[src/rtl/lsu_pkg.sv]
// Shared types and default sizing for the load/store unit.
package lsu_pkg;

  localparam int unsigned LSU_MEM_BYTES = 128;
  localparam int unsigned LSU_ADDR_W    = 16;
  localparam int unsigned LSU_DATA_W    = 16;
  localparam int unsigned LSU_BYTE_W    = 8;

  typedef enum logic [1:0] {
    ST_IDLE,
    ST_HI,
    ST_LO,
    ST_RESP
  } lsu_state_e;

  // Request fields latched at acceptance (address is held separately: its width is a parameter)
  typedef struct packed {
    logic                  write;
    logic [LSU_DATA_W-1:0] data;
  } lsu_req_t;

endpackage

[src/rtl/load_store_unit_if.sv]
// CPU request/response and byte-memory bus seen by the load/store unit.
interface load_store_unit_if
  import lsu_pkg::*;
#(
  parameter int unsigned ADDR_W = LSU_ADDR_W
);

  logic                  ReqValid;
  logic                  ReqReady;
  logic                  ReqWrite;
  logic [ADDR_W-1:0]     ReqAddress;
  logic [LSU_DATA_W-1:0] ReqWriteData;
  logic                  RspValid;
  logic [LSU_DATA_W-1:0] RspReadData;
  logic                  RspError;
  logic [ADDR_W-1:0]     MemAddress;
  logic [LSU_BYTE_W-1:0] MemWriteByte;
  logic                  MemWrite;
  logic                  MemRead;
  logic [LSU_BYTE_W-1:0] MemReadByte;

  // Load/store unit side
  modport slave (
    input  ReqValid, ReqWrite, ReqAddress, ReqWriteData, MemReadByte,
    output ReqReady, RspValid, RspReadData, RspError,
    output MemAddress, MemWriteByte, MemWrite, MemRead
  );

  // CPU plus memory side
  modport master (
    output ReqValid, ReqWrite, ReqAddress, ReqWriteData, MemReadByte,
    input  ReqReady, RspValid, RspReadData, RspError,
    input  MemAddress, MemWriteByte, MemWrite, MemRead
  );

endinterface

[src/rtl/load_store_unit.sv]
// Splits a big-endian 16-bit load/store into two byte accesses (high byte first)
// with a range check and a one-cycle completion pulse.
module load_store_unit
  import lsu_pkg::*;
#(
  parameter int unsigned MEM_BYTES = LSU_MEM_BYTES,
  parameter int unsigned ADDR_W    = LSU_ADDR_W
) (
  input logic               Clock,
  input logic               ResetN,
  load_store_unit_if.slave  bus
);

  // Highest legal start address: the word's second byte must still be in memory
  localparam logic [ADDR_W-1:0] LAST_START = ADDR_W'(MEM_BYTES - 2);

  lsu_state_e            state_q,     state_d;
  lsu_req_t              req_q,       req_d;
  logic [ADDR_W-1:0]     addr_q,      addr_d;
  logic [LSU_BYTE_W-1:0] hi_byte_q,   hi_byte_d;
  logic                  ready_q,     ready_d;
  logic                  rsp_valid_q, rsp_valid_d;
  logic [LSU_DATA_W-1:0] rsp_data_q,  rsp_data_d;
  logic                  rsp_err_q,   rsp_err_d;
  logic [ADDR_W-1:0]     mem_addr_q,  mem_addr_d;
  logic [LSU_BYTE_W-1:0] mem_wbyte_q, mem_wbyte_d;
  logic                  mem_write_q, mem_write_d;
  logic                  mem_read_q,  mem_read_d;

  logic in_range_c;
  assign in_range_c = (bus.ReqAddress <= LAST_START);

  // Next state, request capture and response formation
  always_comb begin
    state_d    = state_q;
    req_d      = req_q;
    addr_d     = addr_q;
    hi_byte_d  = hi_byte_q;
    rsp_data_d = rsp_data_q;
    rsp_err_d  = rsp_err_q;

    case (state_q)
      ST_IDLE: begin
        if (bus.ReqValid) begin
          req_d  = '{write: bus.ReqWrite, data: bus.ReqWriteData};
          addr_d = bus.ReqAddress;
          if (in_range_c) begin
            state_d = ST_HI;
          end else begin
            state_d    = ST_RESP;
            rsp_err_d  = 1'b1;
            rsp_data_d = '0;
          end
        end
      end
      ST_HI: begin
        if (!req_q.write) hi_byte_d = bus.MemReadByte;
        state_d = ST_LO;
      end
      ST_LO: begin
        state_d    = ST_RESP;
        rsp_err_d  = 1'b0;
        rsp_data_d = req_q.write ? '0 : {hi_byte_q, bus.MemReadByte};
      end
      ST_RESP: state_d = ST_IDLE;
      default: state_d = ST_IDLE;
    endcase
  end

  // Outputs are decoded from the upcoming state so they leave the flops aligned with it
  always_comb begin
    ready_d     = (state_d == ST_IDLE);
    rsp_valid_d = (state_d == ST_RESP);
    mem_addr_d  = '0;
    mem_wbyte_d = '0;
    mem_write_d = 1'b0;
    mem_read_d  = 1'b0;

    case (state_d)
      ST_HI: begin
        mem_addr_d  = addr_d;
        mem_write_d = req_d.write;
        mem_read_d  = !req_d.write;
        if (req_d.write) mem_wbyte_d = req_d.data[15:8];
      end
      ST_LO: begin
        mem_addr_d  = addr_d + ADDR_W'(1);
        mem_write_d = req_d.write;
        mem_read_d  = !req_d.write;
        if (req_d.write) mem_wbyte_d = req_d.data[7:0];
      end
      default: ;
    endcase
  end

  always_ff @(posedge Clock or negedge ResetN) begin
    if (!ResetN) begin
      state_q     <= ST_IDLE;
      req_q       <= '0;
      addr_q      <= '0;
      hi_byte_q   <= '0;
      ready_q     <= 1'b1;
      rsp_valid_q <= 1'b0;
      rsp_data_q  <= '0;
      rsp_err_q   <= 1'b0;
      mem_addr_q  <= '0;
      mem_wbyte_q <= '0;
      mem_write_q <= 1'b0;
      mem_read_q  <= 1'b0;
    end else begin
      state_q     <= state_d;
      req_q       <= req_d;
      addr_q      <= addr_d;
      hi_byte_q   <= hi_byte_d;
      ready_q     <= ready_d;
      rsp_valid_q <= rsp_valid_d;
      rsp_data_q  <= rsp_data_d;
      rsp_err_q   <= rsp_err_d;
      mem_addr_q  <= mem_addr_d;
      mem_wbyte_q <= mem_wbyte_d;
      mem_write_q <= mem_write_d;
      mem_read_q  <= mem_read_d;
    end
  end

  assign bus.ReqReady     = ready_q;
  assign bus.RspValid     = rsp_valid_q;
  assign bus.RspReadData  = rsp_data_q;
  assign bus.RspError     = rsp_err_q;
  assign bus.MemAddress   = mem_addr_q;
  assign bus.MemWriteByte = mem_wbyte_q;
  assign bus.MemWrite     = mem_write_q;
  assign bus.MemRead      = mem_read_q;

endmodule

[src/flat_wrapper.sv]
// flat-port wrapper written by rule: the top's interface ports become plain ports
module load_store_unit_flat import lsu_pkg::*;
#(
  parameter int unsigned MEM_BYTES = LSU_MEM_BYTES,
  parameter int unsigned ADDR_W    = LSU_ADDR_W
)
  (Clock, ResetN, bus_ReqValid, bus_ReqWrite, bus_ReqAddress, bus_ReqWriteData, bus_MemReadByte, bus_ReqReady, bus_RspValid, bus_RspReadData, bus_RspError, bus_MemAddress, bus_MemWriteByte, bus_MemWrite, bus_MemRead);
  load_store_unit_if #(.ADDR_W(ADDR_W)) bus_i ();
  input logic Clock;
  input logic ResetN;
  input wire logic [$bits(bus_i.ReqValid)-1:0] bus_ReqValid;
  input wire logic [$bits(bus_i.ReqWrite)-1:0] bus_ReqWrite;
  input wire logic [$bits(bus_i.ReqAddress)-1:0] bus_ReqAddress;
  input wire logic [$bits(bus_i.ReqWriteData)-1:0] bus_ReqWriteData;
  input wire logic [$bits(bus_i.MemReadByte)-1:0] bus_MemReadByte;
  output wire logic [$bits(bus_i.ReqReady)-1:0] bus_ReqReady;
  output wire logic [$bits(bus_i.RspValid)-1:0] bus_RspValid;
  output wire logic [$bits(bus_i.RspReadData)-1:0] bus_RspReadData;
  output wire logic [$bits(bus_i.RspError)-1:0] bus_RspError;
  output wire logic [$bits(bus_i.MemAddress)-1:0] bus_MemAddress;
  output wire logic [$bits(bus_i.MemWriteByte)-1:0] bus_MemWriteByte;
  output wire logic [$bits(bus_i.MemWrite)-1:0] bus_MemWrite;
  output wire logic [$bits(bus_i.MemRead)-1:0] bus_MemRead;
  assign bus_i.ReqValid = bus_ReqValid;
  assign bus_i.ReqWrite = bus_ReqWrite;
  assign bus_i.ReqAddress = bus_ReqAddress;
  assign bus_i.ReqWriteData = bus_ReqWriteData;
  assign bus_i.MemReadByte = bus_MemReadByte;
  assign bus_ReqReady = bus_i.ReqReady;
  assign bus_RspValid = bus_i.RspValid;
  assign bus_RspReadData = bus_i.RspReadData;
  assign bus_RspError = bus_i.RspError;
  assign bus_MemAddress = bus_i.MemAddress;
  assign bus_MemWriteByte = bus_i.MemWriteByte;
  assign bus_MemWrite = bus_i.MemWrite;
  assign bus_MemRead = bus_i.MemRead;
  load_store_unit #(.MEM_BYTES(MEM_BYTES), .ADDR_W(ADDR_W)) u_core (.Clock(Clock), .ResetN(ResetN), .bus(bus_i));
endmodule
[config.mk]
export PLATFORM = sky130hd
export DESIGN_NAME = load_store_unit_flat
export DESIGN_NICKNAME = d
export VERILOG_FILES = /design/src/rtl/lsu_pkg.sv /design/src/rtl/load_store_unit_if.sv /design/src/rtl/load_store_unit.sv /design/src/flat_wrapper.sv
export SDC_FILE = /design/constraint.sdc
export NUM_CORES = 1
export LEC_CHECK = 0
export CAP_MARGIN = 20
export CORE_MARGIN = 5
export CORE_UTILIZATION = 46
export CTS_CLUSTER_DIAMETER = 30
export DETAILED_ROUTE_END_ITERATION = 10
export HOLD_SLACK_MARGIN = 0.03
export PLACE_DENSITY = 0.84
export SLEW_MARGIN = 20
export SYNTH_ARGS = -nofsm -noshare
export SYNTH_HDL_FRONTEND = slang
export SYNTH_SLANG_ARGS = --single-unit
[constraint.sdc]
create_clock -name Clock -period 3.1 [get_ports Clock]
set_clock_uncertainty 0.2 [all_clocks]
set_input_delay 0.62 -clock Clock [delete_from_list [all_inputs] [get_ports Clock]]
set_output_delay 0.62 -clock Clock [all_outputs]
set_load 0.02 [all_outputs]
# --- After elaboration in Yosys (flattened, before gate mapping) ---
# Cells that the tools add are included.
word_totals:
  regBits: 88
  latch_bits: 0
  ramBits: 0
  rom_bits: 0
  input_bits: 44
  output_inout_bits: 45
  wordCells: 51
  mem_count: 0
classes:
  n_addsub: 1
  multipliers: 0
  div_mod_pow: 0
  n_lt_le_gt_ge: 1
  n_eq_ne: 8
  shift: 0
  n_mux: 20
  bitwise: 1
  n_reduce_logical: 7
ops:
  columns: ["cell", "count"]
  rows:
  - ["16-bit two-way mux", 5]
  - ["16-bit one-hot mux with 2 select lines", 2]
  - ["17-bit two-way mux", 2]
  - ["16-bit by 1-bit adder with 16-bit output, second input constant", 1]
  - ["16-bit by 7-bit <= comparator with 1-bit output, second input constant", 1]
  - ["8-bit two-way mux", 2]
  - ["8-bit one-hot mux with 2 select lines", 1]
  - ["2-bit == test, second input constant", 4]
  - ["2-bit one-hot mux with 4 select lines", 1]
  - ["2-bit by 1-bit == test with 1-bit output, second input constant", 2]
  - ["2-bit logical NOT", 2]
  - ["1-bit two-way mux", 4]
  - ["2-bit two-way mux", 2]
  - ["2-bit inequality test, second input constant", 2]
  - ["3-bit AND reduction", 1]
  - ["1-bit one-hot mux with 2 select lines", 1]
  - ["2-bit AND reduction", 1]
  - ["2-bit nonzero test", 1]
  - ["2-bit OR reduction", 1]
  - ["1-bit logical NOT", 1]
  - ["1-bit inverter", 1]

# --- Longest topological paths before layout ---
logic_depth:
  word_depth: 7
  ltp_mapped: 15
  mapped_depth_nobuf: 10

# --- Worst setup path before layout ---
# Ideal clock, no wire load.
synth_timing:
  path_type: "register to register"
  from: "reg u_core.state_q[0]"
  to: "reg u_core.mem_addr_q[14], in the netlist u_core.bus.MemAddress[14]"
  setup_time_ns: 0.122
  arrival_time_ns: 2.649
  required_time_ns: 2.778
  path_slack_ns: 0.129
  path_stages_with_launch: 16
  path_buffers: 5
  synth_period_minus_slack_ns: 2.971
  path_cell_list: "dfrtp_1 > inv_1 > ha_1 > buf_6 > and2_4 > buf_6 > buf_4 > buf_2 > buf_2 > nand2_1 > nand2_1 > ha_1 > o21ai_0 > and3b_1 > a31o_2 > a32o_1"
synth_via:
  elab_chain_cells: 4
  word_cells_on_any_way: 11
  classes_between: "1 x add/sub; 5 x eq/ne; 4 x mux; 1 x reduce/logical"
synth_lines:
  columns: ["item", "line", "rtl"]
  rows:
  - ["start: declaration", "load_store_unit.sv:17", "lsu_state_e state_q, state_d;"]
  - ["start signal: assignment", "load_store_unit.sv:111", "state_q <= state_d;"]
  - ["2-bit logical NOT", "load_store_unit.sv:42", "case (state_q)"]
  - ["16-bit two-way mux", "load_store_unit.sv:42", null]
  - ["net u_core.addr_d[1]", "load_store_unit.sv:19", "logic [ADDR_W-1:0] addr_q, addr_d;"]
  - ["16-bit by 1-bit adder with 16-bit output", "load_store_unit.sv:87", "mem_addr_d = addr_d + ADDR_W'(1);"]
  - ["16-bit one-hot mux with 2 select lines", "load_store_unit.sv:79", "case (state_d)"]
  - ["net u_core.mem_addr_d[14]", "load_store_unit.sv:25", "logic [ADDR_W-1:0] mem_addr_q, mem_addr_d;"]
  - ["end signal: assignment", "load_store_unit.sv:119", "mem_addr_q <= mem_addr_d;"]
  - ["end: declaration", "load_store_unit.sv:25", null]
# The timed path passes the listed nets, and every way through them passes these cells.
# A chain may end at the register's enable or synchronous reset.

# --- Worst setup path in the final report ---
layout_timing:
  from: "reg u_core.state_q[1]"
  to: "reg u_core.mem_addr_q[14], in the netlist u_core.bus.MemAddress[14]"
# Same word-level chain as after synthesis.

==> impl_metrics.json <==
{
  "drv_slew": 0,
  "syn_avg_cell_area_um2": 10.1,
  "start_kind": "register",
  "synthDominantCellAreaShare_pct": 53.1,
  "track_usage_pct": 19.4,
  "antenna_found_initial": 0,
  "crit_family": "simple AND/OR/NAND/NOR gates",
  "cts-root-buf": "clkbuf_8",
  "drv_cap": 0,
  "gp_congestion": 0.913,
  "syn2layout_area_growth_pct": 30.7,
  "die_w_um": 104,
  "post-place-ws_ns": 0.0818,
  "grt_pass1_vias": 3449,
  "grt_pass1_wl_um": 17500,
  "start_util_pct": 47.0,
  "slowest_stage": "dfrtp_1",
  "finalPower_mw": 5.42,
  "crit_buf_inv": 2,
  "gr-total-overflow": 0,
  "whs_ns": 0.109,
  "drt_iter0_markers": 171,
  "critPathKind": "register to register",
  "rsz0062_at_grt": "no",
  "setup_viol": 0,
  "synth-seq-cells": 88,
  "cp.arrival_ns": 2.79,
  "drc": 0,
  "synth_top_area_cell": "dfrtp_1",
  "syn_area_mm2": 0.00410,
  "synth_cell_types": 56,
  "min_path_type": "input port to asynchronous set/reset pin",
  "async_flop_share_pct": 100,
  "drt_first_pass_iters": 5,
  "max_freq_ghz": 0.365,
  "num_rows": 34,
  "die_height_um": 104,
  "fin_nets": 547,
  "ys_warn_count": 0,
  "cts_buffers": 9,
  "drt-total-wl_um": 10700,
  "finalCritPeriodShare_pct": 88.5,
  "hpwl_um": 7540,
  "cts.repair.resized": 0,
  "postCtsSetupRepairBufs": 0,
  "synth_top_cells_by_area": "dfrtp_1 (53%), nand2_1 (10%), a221o_1 (3.9%)",
  "cts_tree": "done",
  "ir_drop_uv": 365,
  "clock_path_buffers": 2,
  "via_per_inst": 5.65,
  "ys.flop_type": "dfrtp_1",
  "cp-end-kind": "register",
  "drive_gt1_share_pct": 10.4,
  "grt_max_degree": 56,
  "cp_cell_sequence": "inv_1 -> ha_1 -> and2_4 -> buf_12 -> nand2_1 -> nand2_1 -> ha_1 -> o21ai_0 -> and3b_1 -> nand4_1 -> a32o_1",
  "finalSetupTns_ns": 0,
  "setup_ws_ns": 0.357,
  "num_antenna_cells": 0,
  "worst_pin_slew_ns": 0.725,
  "hold_viol": 0,
  "die_area_mm2": 0.0109,
  "critPathMaxStageDelay_ns": 0.42,
  "p_per_area_mw_per_mm2": 1010,
  "cp_data_required_time_ns": 3.15,
  "slew-limit-headroom_pct": 51.6,
  "ant_nets": 0,
  "cts.sinks": 88,
  "leakage_nw": 2.40,
  "htree_levels": 3,
  "synthCells": 407,
  "io_pins": 89,
  "synth_edf_count": 0,
  "min_period_ns": 2.74,
  "status": "finished clean",
  "vias": 3444,
  "numPortBuffers": 88,
  "post_drt_wl_per_cell_um": 17.5,
  "core_area_mm2": 0.00872,
  "hold_buffers": 0,
  "yosysSeqAreaShare_pct": 53.7,
  "syn_nets": 457,
  "insertion_delay_ns": 0.35,
  "clkTransAtPathRegs_ns": 0.10,
  "crit_fanout": 34
}
==> cell usage in the layout, fill, tap and decap left out, types with 4 or more instances in the layout <==
cell type	n
a21oi_1	20
nor2_1	9
and3_1	4
inv_1	13
a32o_1	5
clkbuf_8	9
xnor2_1	4
clkdlybuf4s50_1	87
mux2_2	11
buf_4	12
ha_1	6
nand4_1	7
o21ai_0	13
nand3_1	16
mux2i_1	8
nand2_1	113
a221o_1	16
a22o_1	5
dfrtp_1	87
==> cells by family after synthesis <==
kind of cell	Yosys count	share of synthesized area, %
buffers and inverters	37	4.33
multiplexers	21	5.89
XOR/XNOR	5	1.07
adder cells (fa/ha/maj)	6	1.83
flip-flops	88	53.7
AND/OR/NAND/NOR	167	18.2
AO/OA/AOI/OAI	83	14.9
==> where the power goes <==
group	internal, mW	switching (mW)	leakage [nW]
logic	1.14	1.49	1.17
clock network	0.463	0.429	0.110
registers	1.63	0.265	1.12
==> routing by layer <==
| metal | up-vias | GRT usage (%) | routed length (um) |
|---|---|---|---|
| li1 | 1605 | - | - |
| met1 | 1665 | 25.6 | 4550 |
| met2 | 149 | 31.5 | 5270 |
| met3 | 25 | 3.48 | 606 |
| met4 | 0 | 7.68 | 280 |
| met5 | - | 0 | 0 |
==> synth_stat cells, drive strengths merged (2+ instances only) <==
library cell  count
buf              13
xnor2             4
o22ai             2
nor4              2
o21ai            17
nor3              2
dfrtp            87
a32o              5
o211ai            3
mux2i             9
and2              3
mux2             12
o21bai            2
a31oi             2
a221o            16
or4               2
inv              13
a21oi            20
nand4             8
nand3            16
nand2           113
nor2             10
and3              4
clkbuf           10
a22o              5
ha                6
a21o              3
==> stage by stage <==
| step | utilization, % | cells | area (um^2) |
|---|---|---|---|
| after floorplan | - | 407 | 4100 |
| after global placement | 58.8 | 594 | 5130 |
| after detailed placement | 58.8 | 594 | 5130 |
| after CTS | 61.4 | 610 | 5360 |
| after global routing | 61.4 | 610 | 5360 |
| final | 61.4 | 610 | 5360 |
==> registers in the layout, summed over array words and instances, names as in the netlist <==
register                 cells
u_core.bus.RspValid          1
u_core.hi_byte_q             8
u_core.req_q                17
u_core.state_q               2
u_core.bus.MemRead           1
u_core.bus.MemAddress       16
u_core.bus.RspError          1
u_core.bus.MemWrite          1
u_core.bus.MemWriteByte      8
u_core.bus.RspReadData      16
u_core.bus.ReqReady          1
u_core.addr_q               16
==> path summary, 6_finish.rpt <==
path,from,to,slack (ns),cells past startpoint
max,u_core.state_q[1],u_core.bus.MemAddress[14],0.36,11
min,ResetN,u_core.bus.RspReadData[12],0.11,1
max reg2reg,u_core.state_q[1],u_core.bus.MemAddress[14],0.36,11
min reg2reg,u_core.req_q[15],u_core.req_q[15],0.28,2
max in group asynchronous,ResetN,u_core.addr_q[6],1.96,2
min in group Clock,u_core.req_q[15],u_core.req_q[15],0.28,2
==> cell type report <==
| cell class | count | area [um^2] |
|---|---|---|
| Fill cell | 686 | 3360 |
| Sequential cell | 88 | 2200 |
| Multi-Input combinational cell | 282 | 1720 |
| Timing Repair Buffer | 102 | 1020 |
| Tap cell | 108 | 135 |
| Clock buffer | 9 | 124 |
| Clock inverter | 7 | 103 |
| Inverter | 14 | 52.6 |
No activity file was read; power rests on OpenSTA's default activity.
